File: config.mk
export PLATFORM = sky130hd
export DESIGN_NAME = switch_debounce
export DESIGN_NICKNAME = d
export VERILOG_FILES = /design/src/rtl/switch_debounce_pkg.sv /design/src/rtl/debounce_chan.sv /design/src/rtl/switch_debounce.sv
export SDC_FILE = /design/constraint.sdc
export NUM_CORES = 1
export LEC_CHECK = 0
export CAP_MARGIN = 20
export CORE_MARGIN = 2
export CORE_UTILIZATION = 28
export CTS_CLUSTER_DIAMETER = 100
export DETAILED_ROUTE_END_ITERATION = 7
export PLACE_DENSITY = 0.54
export SLEW_MARGIN = 25
export SYNTH_ARGS = -nofsm -noshare
export SYNTH_HDL_FRONTEND = slang
export SYNTH_HIERARCHICAL = 1
export SYNTH_SLANG_ARGS = --single-unit
File: constraint.sdc
create_clock -name clk -period 1.4 [get_ports clk]
set_input_delay 0.21 -clock clk [delete_from_list [all_inputs] [get_ports clk]]
set_output_delay 0.21 -clock clk [all_outputs]
set_load 0.03 [all_outputs]
File: src/rtl/switch_debounce_pkg.sv
// Shared types and defaults for the switch debouncer.
package switch_debounce_pkg;

  typedef enum logic [0:0] {
    StStable,
    StPending
  } deb_state_e;

  localparam int unsigned ClkFreqHz  = 25000;
  localparam int unsigned DebounceMs = 10;
  // 10 ms at the 25 kHz board clock
  localparam int unsigned DefaultDebounceCycles = (ClkFreqHz / 1000) * DebounceMs;

endpackage

File: src/rtl/debounce_chan.sv
// One switch channel: input synchronizer followed by a stable/pending debounce FSM.
module debounce_chan
  import switch_debounce_pkg::*;
#(
  parameter int unsigned DEBOUNCE_CYCLES = DefaultDebounceCycles,
  parameter int unsigned SYNC_STAGES     = 2
) (
  input  logic clk,
  input  logic rst_n,
  input  logic sw_raw,
  output logic sw_stable,
  output logic update
);

  localparam int unsigned CntW = $clog2(DEBOUNCE_CYCLES + 1);

  logic [SYNC_STAGES-1:0] sync_q;
  logic                   sync;
  deb_state_e             state_q, state_d;
  logic [CntW-1:0]        cnt_q, cnt_d;
  logic                   stable_q, stable_d;

  assign sync      = sync_q[SYNC_STAGES-1];
  assign sw_stable = stable_q;

  always_ff @(posedge clk or negedge rst_n) begin
    if (!rst_n) begin
      sync_q   <= '0;
      state_q  <= StStable;
      cnt_q    <= '0;
      stable_q <= 1'b0;
    end else begin
      sync_q   <= {sync_q[SYNC_STAGES-2:0], sw_raw};
      state_q  <= state_d;
      cnt_q    <= cnt_d;
      stable_q <= stable_d;
    end
  end

  always_comb begin
    state_d  = state_q;
    cnt_d    = cnt_q;
    stable_d = stable_q;
    update   = 1'b0;
    unique case (state_q)
      StStable: begin
        if (sync != stable_q) begin
          state_d = StPending;
          cnt_d   = CntW'(1);
        end
      end
      StPending: begin
        if (sync == stable_q) begin
          // input bounced back before the window elapsed
          state_d = StStable;
          cnt_d   = '0;
        end else if (cnt_q == CntW'(DEBOUNCE_CYCLES)) begin
          stable_d = sync;
          cnt_d    = '0;
          state_d  = StStable;
          update   = 1'b1;
        end else begin
          cnt_d = cnt_q + CntW'(1);
        end
      end
      default: begin
        state_d = StStable;
        cnt_d   = '0;
      end
    endcase
  end

endmodule

File: src/rtl/switch_debounce.sv
// Debounced switch levels plus a registered any-change strobe.
// Define SWITCH_DEBOUNCE_EDGE_EN to add per-channel sw_rise/sw_fall strobes.
module switch_debounce
  import switch_debounce_pkg::*;
#(
  parameter int unsigned N_SW            = 2,
  parameter int unsigned DEBOUNCE_CYCLES = DefaultDebounceCycles,
  parameter int unsigned SYNC_STAGES     = 2
) (
  input  logic            clk,
  input  logic            rst_n,
  input  logic [N_SW-1:0] sw_raw,
  output logic [N_SW-1:0] sw_stable,
  output logic            sel_change
`ifdef SWITCH_DEBOUNCE_EDGE_EN
  ,
  output logic [N_SW-1:0] sw_rise,
  output logic [N_SW-1:0] sw_fall
`endif
);

  logic [N_SW-1:0] update;
  logic            sel_change_q;

  for (genvar g = 0; g < N_SW; g++) begin : gen_chan
    debounce_chan #(
      .DEBOUNCE_CYCLES(DEBOUNCE_CYCLES),
      .SYNC_STAGES    (SYNC_STAGES)
    ) u_chan (
      .clk      (clk),
      .rst_n    (rst_n),
      .sw_raw   (sw_raw[g]),
      .sw_stable(sw_stable[g]),
      .update   (update[g])
    );
  end

  always_ff @(posedge clk or negedge rst_n) begin
    if (!rst_n) begin
      sel_change_q <= 1'b0;
    end else begin
      sel_change_q <= |update;
    end
  end

  assign sel_change = sel_change_q;

`ifdef SWITCH_DEBOUNCE_EDGE_EN
  logic [N_SW-1:0] sw_rise_q, sw_fall_q;

  // An update always flips the level, so the old level gives the direction
  always_ff @(posedge clk or negedge rst_n) begin
    if (!rst_n) begin
      sw_rise_q <= '0;
      sw_fall_q <= '0;
    end else begin
      sw_rise_q <= update & ~sw_stable;
      sw_fall_q <= update & sw_stable;
    end
  end

  assign sw_rise = sw_rise_q;
  assign sw_fall = sw_fall_q;
`endif

endmodule

==> metrics, run 1 <==
1st-iter DRT viols 15; Clk Latency, worst-skew pair 0.27 ns; syn avg cell area 10.3 um2; GP Congestion 0.774; die height 72.1 um; clock share of power 29.0%; met1 GRT Util 14.8%; cell taking the most area after synthesis dfrtp_1; met2 Usage GRT 19.8%; Synth area leaders dfrtp_1 48%, a21oi_1 5.4%, nand3_1 4.6%; final setup fails 9; Max VDD drop 0.491 mV; remaining antenna violation count 0; final setup margin -0.0345 ns; critical path class flop to flop; # diodes 0; final hold vios 0; clk slew on worst S/H paths 0.09 ns; final setup TNS -0.179 ns; post-route minimum period 1.43 ns; sequential area share after synthesis 48.2%; Yosys top cell area share 48.2%; GR Util All Layers 11.7%; Slew @ Worst Pin 0.515 ns; Initial Utilization 29.4%; FMAX 697 MHz; Sw Share 26.3%; Slew Limit Headroom 65.4%; antenna violations before repair 0; clk sink count 25; power share of the combinational group 19.0%; Netlist cell types 29; Worst Path Arrival 1.63 ns; Synth Warn # 6; DP HPWL 1.90 mm; crit path launch type flop; RSZ-0062 raised after global routing yes; status finished, violations left; Post-Syn Instances 126; largest net degree at the start of global routing 26; CP Max Fanout 7; Net Sw Power 0.000395 W; First-pass DRT Iterations 4; fin crit share 102%; GR Overflow Total 0; layout cells sized above 1 37.1%; WP data required 1.59 ns; Max Root-Sink Buffers 2; violated checks setup timing; Post-route DRC 0; Die ar. 5190 um2; vias in the first global route 1,088; M3 GR Usage 1.25%; Post-Place Worst Slack -0.0580 ns; H-tree depth 1; Leakage Power 0.768 nW; #FFs+latches synth 25; Port Buffers 6; CTS tree built; grt peak-use layer met2; CORE AREA 4410 um2; # Max-Cap Violations 0; first-pass GRT wire length 4.79 mm; # fillers 409; count of pins over their slew limit 0; die width 72.1 um; Root Driver clkbuf_8; nets 168; power density over the cells 858 nW/um2; Area Overhead vs Synth 35.0%; Layout Skew 0.00210 ns; Mapped Area 1300 um2; CTS buffer count 3; CP endpoint kind flop; Hold WC Path Type input pin to async pin; vias per cell 4.81; Site Rows 24; Post-Syn Nets 134; Routed WL per cell 12.7 um; via count 1,015; io pins 7; DRT Wirelength 2.68 mm; internal power 0.00111 W; Seq pwr share 52.0%
[timing repair]
item / CTS / global route
gates cloned: 0 / 0
resized for setup: 14 / 12
setup endpoints to repair: 18 / 19
hold buffers: 0 / 0
buffers inserted: 2 / 0
pin swaps: 12 / 4
[per-stage QoR]
step	power (W)	cell area (um2)	hold slack, ns	std cells	utilization [%]
after floorplan	0.000892	1320	-0.0856	126	-
after global placement	0.00100	1600	0.339	205	36.3
after detailed placement	0.00101	1600	0.337	205	36.3
after CTS	0.00149	1700	0.308	211	38.5
after global routing	0.00159	1750	0.326	211	39.7
final	0.00150	1750	0.301	211	39.7
[cell usage in the layout, fill, tap and decap left out, drive strengths merged, types with 3 or more instances in the layout]
master / count
a21oi: 14
and3: 6
buf: 25
clkbuf: 5
clkdlybuf4s50: 3
dfrtp: 25
ha: 4
inv: 10
nand2: 12
nand3: 12
nand4: 4
o21ai: 4
or3: 4
[area by class of cell]
type / instances / area [um2] / area share, %
tap: 52 / 65.1 / 3.71
sequential: 25 / 626 / 35.7
timing repair buffer: 31 / 249 / 14.2
clock buffer: 4 / 45.0 / 2.57
multi-input combinational: 89 / 729 / 41.6
inverter: 10 / 37.5 / 2.14
[Yosys cell counts, drive strengths merged]
master / number
dfrtp: 25
a21oi: 14
nand2: 12
nand3: 12
inv: 10
and3: 6
ha: 4
nand4: 4
o21ai: 4
or3: 4
a211oi: 2
a31oi: 2
and2: 2
and3b: 2
and4: 2
buf: 2
mux2: 2
nand2b: 2
nor2: 2
o211ai: 2
o21a: 2
o311ai: 2
o31ai: 2
xnor2: 2
xor2: 2
or2: 1
[state kept, by name (all words and copies together) (netlist names)]
register                   cells
gen_chan.u_chan/cnt_q         16
gen_chan.u_chan/sync_q         4
gen_chan.u_chan/state_q        2
gen_chan.u_chan/sw_stable      2
sel_change                     1
[kinds of logic (layout without fill, tap and decap cells)]
group | Yosys count | in the layout | share of synthesized area, %
xor gates and xnor gates | 4 | 4 | 3.86
DFF | 25 | 25 | 48.2
and+or+nand+nor | 49 | 49 | 22.5
AOI/OAI and AO/OA | 30 | 30 | 15.8
adders and majority gates | 4 | 4 | 3.86
buffers and inverters | 12 | 45 | 4.05
muxes | 2 | 2 | 1.74
[worst paths after layout]
kind                                                    from                      endpoint  slack, ns  cells past startpoint
min in group clk                gen_chan[0].u_chan/sync_q[0]  gen_chan[0].u_chan/sync_q[1]       0.36                      0
worst max register to register   gen_chan[1].u_chan/cnt_q[1]   gen_chan[1].u_chan/cnt_q[3]      -0.03                      5
worst min-delay path                                   rst_n   gen_chan[0].u_chan/cnt_q[0]       0.30                      2
worst max-delay path             gen_chan[1].u_chan/cnt_q[1]   gen_chan[1].u_chan/cnt_q[3]      -0.03                      5
max in group asynchronous                              rst_n   gen_chan[1].u_chan/cnt_q[2]       0.86                      2
worst min register to register  gen_chan[0].u_chan/sync_q[0]  gen_chan[0].u_chan/sync_q[1]       0.36                      0
[critical path, cell delays in order (launching register included)]
cell	delay, ns
dfrtp_1	0.42
ha_4	0.16
and3b_4	0.18
a211oi_4	0.33
a21oi_1	0.12
a31oi_1	0.15
[layer usage]
metal / vias up / wire, um / share of wire, %
met3: 5 / 38 / 1.4
met1: 491 / 1290 / 48
met4: 0 / 55 / 2.1
met2: 9 / 1290 / 48
met5: - / 0 / 0
li1: 510 / - / -
[power by group through the flow]
stage                     Combinational (W)  Clock [W]  Sequential [W]
after floorplan                   0.0000933          0        0.000798
after global placement             0.000211          0        0.000789
after detailed placement           0.000218          0        0.000791
after CTS                          0.000248   0.000458        0.000781
after global routing               0.000316   0.000491        0.000788
final                              0.000285   0.000436        0.000782
Note: power is estimated with default switching activity, not from simulation.
==> inputs of run 2 (changes only) <==
Settings changed: HOLD_SLACK_MARGIN set to 0.12.
==> results of run 2 <==
The final DEF is identical to that of run 1; final timing and power are the same.
==> inputs of run 3 (changes only) <==
Settings changed: PLACE_DENSITY 0.54 to 0.52.
==> metrics, run 3 (same netlist as run 1, synthesis figures left out) <==
final hold vios 0; GR Util All Layers 12.1%; Initial Utilization 29.4%; die height 72.1 um; vias in the first global route 1,158; Net Sw Power 0.000396 W; Die ar. 5190 um2; GP Congestion 0.773; GR Overflow Total 0; FMAX 696 MHz; CTS tree built; Clk Latency, worst-skew pair 0.26 ns; Routed WL per cell 13.2 um; antenna violations before repair 0; via count 1,069; cts hold-fix bufs 0; Max Root-Sink Buffers 2; DP Area 1580 um2; CTS buffer count 3; fin crit share 103%; multi-input logic area 767 um2; Hold WC Path Type input pin to async pin; commonest cells after routing, fill and taps aside 23 x dfrtp_1, 21 x buf_4, 10 x nand3_1; # diodes 0; critical path class flop to flop; fin area 1810 um2; io pins 7; 1st-iter DRT viols 59; Area Overhead vs Synth 39.6%; CP endpoint kind flop; Leakage Power 0.773 nW; Post-route DRC 0; Worst Path Arrival 1.59 ns; max reg flops 16; power density over the cells 829 nW/um2; commonest non-fill, non-tap cell in the layout dfrtp_1; Reg-to-Reg End gen_chan[1].u_chan/sw_stable; Seq pwr share 52.3%; final setup margin -0.0367 ns; Port Buffers 6; Critical path origin gen_chan[1].u_chan/cnt_q[0]; CP Max Fanout 3; layout cells sized above 1 45.0%; Slew @ Worst Pin 0.451 ns; Register-to-Register Path Depth 6; Root Driver clkbuf_8; Layout Cells excl Fill 212; clock share of power 27.9%; power share of the combinational group 19.8%; remaining antenna violation count 0; Tot Pwr 0.00150 W; DP HPWL 1.90 mm; internal power 0.00111 W; Layout Skew 0.00623 ns; # Max-Cap Violations 0; Top Registers gen_chan.u_chan/cnt_q x16, gen_chan.u_chan/sync_q x4; CORE AREA 4410 um2; clk slew on worst S/H paths 0.09 ns; Top reg by flops gen_chan.u_chan/cnt_q; R2R Setup Slk -0.04 ns; Site Rows 24; clk sink count 25; total area of sequential cells 628 um2; violated checks setup timing; status finished, violations left; final setup fails 13; final core occ 41.0%; Slew Limit Headroom 69.7%; post-route minimum period 1.44 ns; worst r2r src gen_chan[1].u_chan/cnt_q[0]; vias per cell 5.04; H-tree depth 1; crit path launch type flop; largest net degree at the start of global routing 26; count of pins over their slew limit 0; # fillers 442; RSZ-0062 raised after global routing yes; placed cells 202; First-pass DRT Iterations 4; Max VDD drop 0.309 mV; nets 169; WP data required 1.55 ns; DRT Wirelength 2.80 mm; die width 72.1 um; first-pass GRT wire length 4.95 mm; Sw Share 26.3%; worst hold margin 0.304 ns
run 3: worst max path at each step:
stage,end,slack (ns),cells after the start
after CTS,gen_chan[1].u_chan/cnt_q[3],-0.06,6
after global placement,gen_chan[0].u_chan/cnt_q[4],-0.05,5
final,gen_chan[1].u_chan/sw_stable,-0.04,6
after floorplan,gen_chan[0].u_chan/sw_stable,-0.02,6
after detailed placement,gen_chan[1].u_chan/cnt_q[2],-0.08,5
after global routing,gen_chan[0].u_chan/cnt_q[3],-0.10,6
run 3: cell type report:
cell class / count / share of cell area (%)
clock buffer: 3 / 2.28
multi-input combinational: 89 / 42.3
tap: 52 / 3.59
clock inverter: 1 / 0.276
sequential: 25 / 34.7
timing repair buffer: 32 / 14.8
inverter: 10 / 2.07
run 3: through the flow:
| stage | TNS (ns) | worst slack (ns) |
|---|---|---|
| 2_1_floorplan | -0.0586 | -0.0220 |
| 3_3_place_gp | -0.218 | -0.0487 |
| 3_5_place_dp | -0.558 | -0.0794 |
| 4_1_cts | -0.261 | -0.0588 |
| 5_1_grt | -1.11 | -0.104 |
| 6_report | -0.233 | -0.0367 |
run 3: what timing repair did:
action                     4_1_cts  5_1_grt
setup endpoints to repair       18       20
setup buffers                    4        2
resized for setup               19       21
pin swaps                       16       10
run 3: routing by layer:
layer	vias up	track usage [%]	routed length [um]
met3	2	1.81	48
met1	534	14.7	1240
met5	-	0	0
met4	0	5.03	34
met2	13	21.2	1470
li1	520	-	-
run 3: power groups by stage:
stage	Combinational (W)	Sequential, W	Clock, W
after floorplan	0.0000933	0.000798	0
after detailed placement	0.000213	0.000793	0
after global routing	0.000328	0.000790	0.000481
after CTS	0.000248	0.000783	0.000442
after global placement	0.000207	0.000791	0
final	0.000298	0.000785	0.000419
run 3: worst max-delay path: stages (launching register included):
cell and delay, ns:
dfrtp_1 0.40, inv_2 0.08, ha_4 0.13, and3b_4 0.21
and2_4 0.17, nand2_2 0.05, mux2_4 0.28
==> RTL change (settings of run 1) <==
The output `sel_change` loses its register stage (`sel_change_q` becomes a continuous assignment).
--- a/src/rtl/switch_debounce.sv
+++ b/src/rtl/switch_debounce.sv
@@ -37,9 +37,3 @@
 
-  always_ff @(posedge clk or negedge rst_n) begin
-    if (!rst_n) begin
-      sel_change_q <= 1'b0;
-    end else begin
-      sel_change_q <= |update;
-    end
-  end
+  assign sel_change_q = |update;
 
Behaviour: same outputs for any inputs over 10 cycles, from zero or initial values and one cycle with rst_n low; that may be too few to reach the edited logic, so the function may still have changed.
==> RTL change against run 1 <==
The run still ends with negative setup slack left. Worst setup slack got worse by 440 ps. Count of clock-buffer cells in the layout is the same. Synthesized area is 1.9% lower. Power shrank 1.1%. Sequential cell count is 1 lower. Hold slack lost 4.5 ps. Critical path type is now reg2out. Synthesized cell count is 0.79% lower. Largest cell class unchanged. Design area grew 3.4%. Wire length grew 1.0%.
==> RTL change: results (changes against run 1) <==
outcome: "finished with violations"  # unchanged
failed_checks: "negative setup slack"  # unchanged
dp_hpwl_um: 1890  # was 1900 um
timing.critical_path.arrival_ps: 1670  # was 1630 ps
num-nets-final: 176  # was 168
hold_class: "in2async"  # unchanged
number_of_global_route_vias_before_repair: 984  # was 1088
timing.clock.skew_ps: 0.975  # was 2.10 ps
top_register: "gen_chan.u_chan/cnt_q"  # unchanged
globalplace.congestion: 0.790  # was 0.774
pre_cts_ws_ps: -253  # was -58.0 ps
synth_warnings: 6  # unchanged
wire_length_of_the_first_global_routing_pass_um: 4550  # was 4790 um
cts.root.buffer_cell: "sky130_fd_sc_hd__clkbuf_8"  # unchanged
clock_pin_slew_reported_for_the_worst_setup_and_hold_paths_after_clock_tree_synthesis_ps: 90  # about the same
drt_wl_total_um: 2700  # was 2680 um
htreeDepth: 1  # unchanged
clkLatencyLatePin_ps: 270  # about the same
largest_registers: "gen_chan.u_chan/cnt_q (16), gen_chan.u_chan/sync_q (4)"  # unchanged
power_leakage_uw: 0.000817  # was 0.000768 uW
maximum_vdd_drop_v: 0.000582  # was 0.000491 V
timing.slew.headroom_pct: 75.4  # was 65.4%
synth_area_leaders: "sky130_fd_sc_hd__dfrtp_1, sky130_fd_sc_hd__a21oi_1, sky130_fd_sc_hd__nand3_1"  # unchanged
sw_frac_of_total_pct: 25.5  # was 26.3%
async_reset_ff_share_pct: 100  # unchanged
synth_cell_types: 29  # unchanged
met3_wirelength_um: 68  # was 38 um
yosys-top-cells-count: "sky130_fd_sc_hd__dfrtp_1, sky130_fd_sc_hd__a21oi_1, sky130_fd_sc_hd__nand3_1, sky130_fd_sc_hd__inv_1, sky130_fd_sc_hd__nand2_1"  # unchanged
drive_gt1_share_pct: 46.1  # was 37.1%
antennaDiodeCount: 0  # unchanged
fillerInstances: 427  # was 409
route.layer.met1.wl_um: 1210  # was 1290 um
buffer_ports.inserted: 6  # unchanged
finalSetupViolCount: 13  # was 9
initial_antenna_violation_count: 0  # unchanged
fin_ws_ps: -478  # was -34.5 ps
numPlacedInstances: 209  # was 205
grt_usage_pct: 11.2  # was 11.7%
vias_post_dr: 1068  # was 1015
synthCells: 125  # was 126
r2r_setup_slack_ps: -170  # was -30 ps
maxUsedRoutingLayer: "met4"  # unchanged
crit_path_max_fanout: 3  # was 7
synth_sequential_area_ratio_pct: 47.2  # was 48.2%
grt_max_degree: 25  # was 26
drt_pre_antenna_iters: 4  # unchanged
post_drt_wl_per_cell_um: 12.3  # was 12.7 um
ctsLongestPathBuffers: 2  # unchanged
detailroute.wirelength.met2_um: 1390  # was 1290 um
cts-buffers-inserted: 3  # unchanged
detailedRoute.firstIterationViolations: 36  # was 15
## RTL change: metrics by stage
stage / cell area [um^2] / hold slack [ps] / TNS (ps) / utilization (%)
after floorplan: 1290 / -85.6 / -200 / -
after detailed placement: 1610 / 336 / -1710 / 37.0
final: 1810 / 297 / -2020 / 41.6
after global routing: 1810 / 326 / -2900 / 41.6
after CTS: 1720 / 313 / -1610 / 39.5
after global placement: 1610 / 334 / -1370 / 37.0
## RTL change: final timing paths
check,start,to,depth (start not counted)
setup / recovery,gen_chan[0].u_chan/cnt_q[1],sel_change,6
hold / removal,rst_n,gen_chan[0].u_chan/cnt_q[3],2
setup reg to reg,gen_chan[1].u_chan/cnt_q[0],gen_chan[1].u_chan/cnt_q[4],7
hold reg to reg,gen_chan[0].u_chan/sync_q[0],gen_chan[0].u_chan/sync_q[1],0
max in group asynchronous,rst_n,gen_chan[0].u_chan/sw_stable,2
min in group clk,gen_chan[0].u_chan/sync_q[0],gen_chan[0].u_chan/sync_q[1],0
## RTL change: critical path, cell delays in order, from the launching register on
cell and delay [ps]:
sky130_fd_sc_hd__dfrtp_1 410, sky130_fd_sc_hd__ha_2 170, sky130_fd_sc_hd__and3b_4 170, sky130_fd_sc_hd__and2_4 140
sky130_fd_sc_hd__and3_4 140, sky130_fd_sc_hd__or2_4 220, sky130_fd_sc_hd__buf_6 140
## RTL change: cell type report
cell class,instances,area [um^2],share of cell area (%)
Clock buffer,4,55.1,3.04
Inverter,10,37.5,2.07
Multi-Input combinational cell,89,711,39.2
Sequential cell,24,602,33.2
Tap cell,52,65.1,3.59
Timing Repair Buffer,40,342,18.9
## RTL change: timing repair
action	CTS	global route
pin swaps	18	11
setup buffers	4	3
endpoints found under the setup margin	18	19
resized for setup	14	19
## RTL change: logic make-up after synthesis
| logic type | after synthesis | synth area share, % |
|---|---|---|
| flip-flops | 24 | 47.2 |
| AND/OR/NAND/NOR | 49 | 22.9 |
| XOR/XNOR | 4 | 3.93 |
| buffers and inverters | 12 | 4.13 |
| AO/OA/AOI/OAI | 30 | 16.1 |
| multiplexers | 2 | 1.77 |
| adder cells (fa/ha/maj) | 4 | 3.93 |
## RTL change: per-layer routing
layer  vias up  GRT usage [%]
met1       522           15.0
met2        13           18.2
met3         5           2.95
met4         0           2.52
met5         -              0
li1        528              -
## RTL change: power groups by stage
stage	registers [uW]	clock network, uW	logic, uW
global placement	765	0	195
finish	755	482	249
floorplan	769	0	93.2
global route	761	523	275
CTS	755	499	214
detailed placement	767	0	201
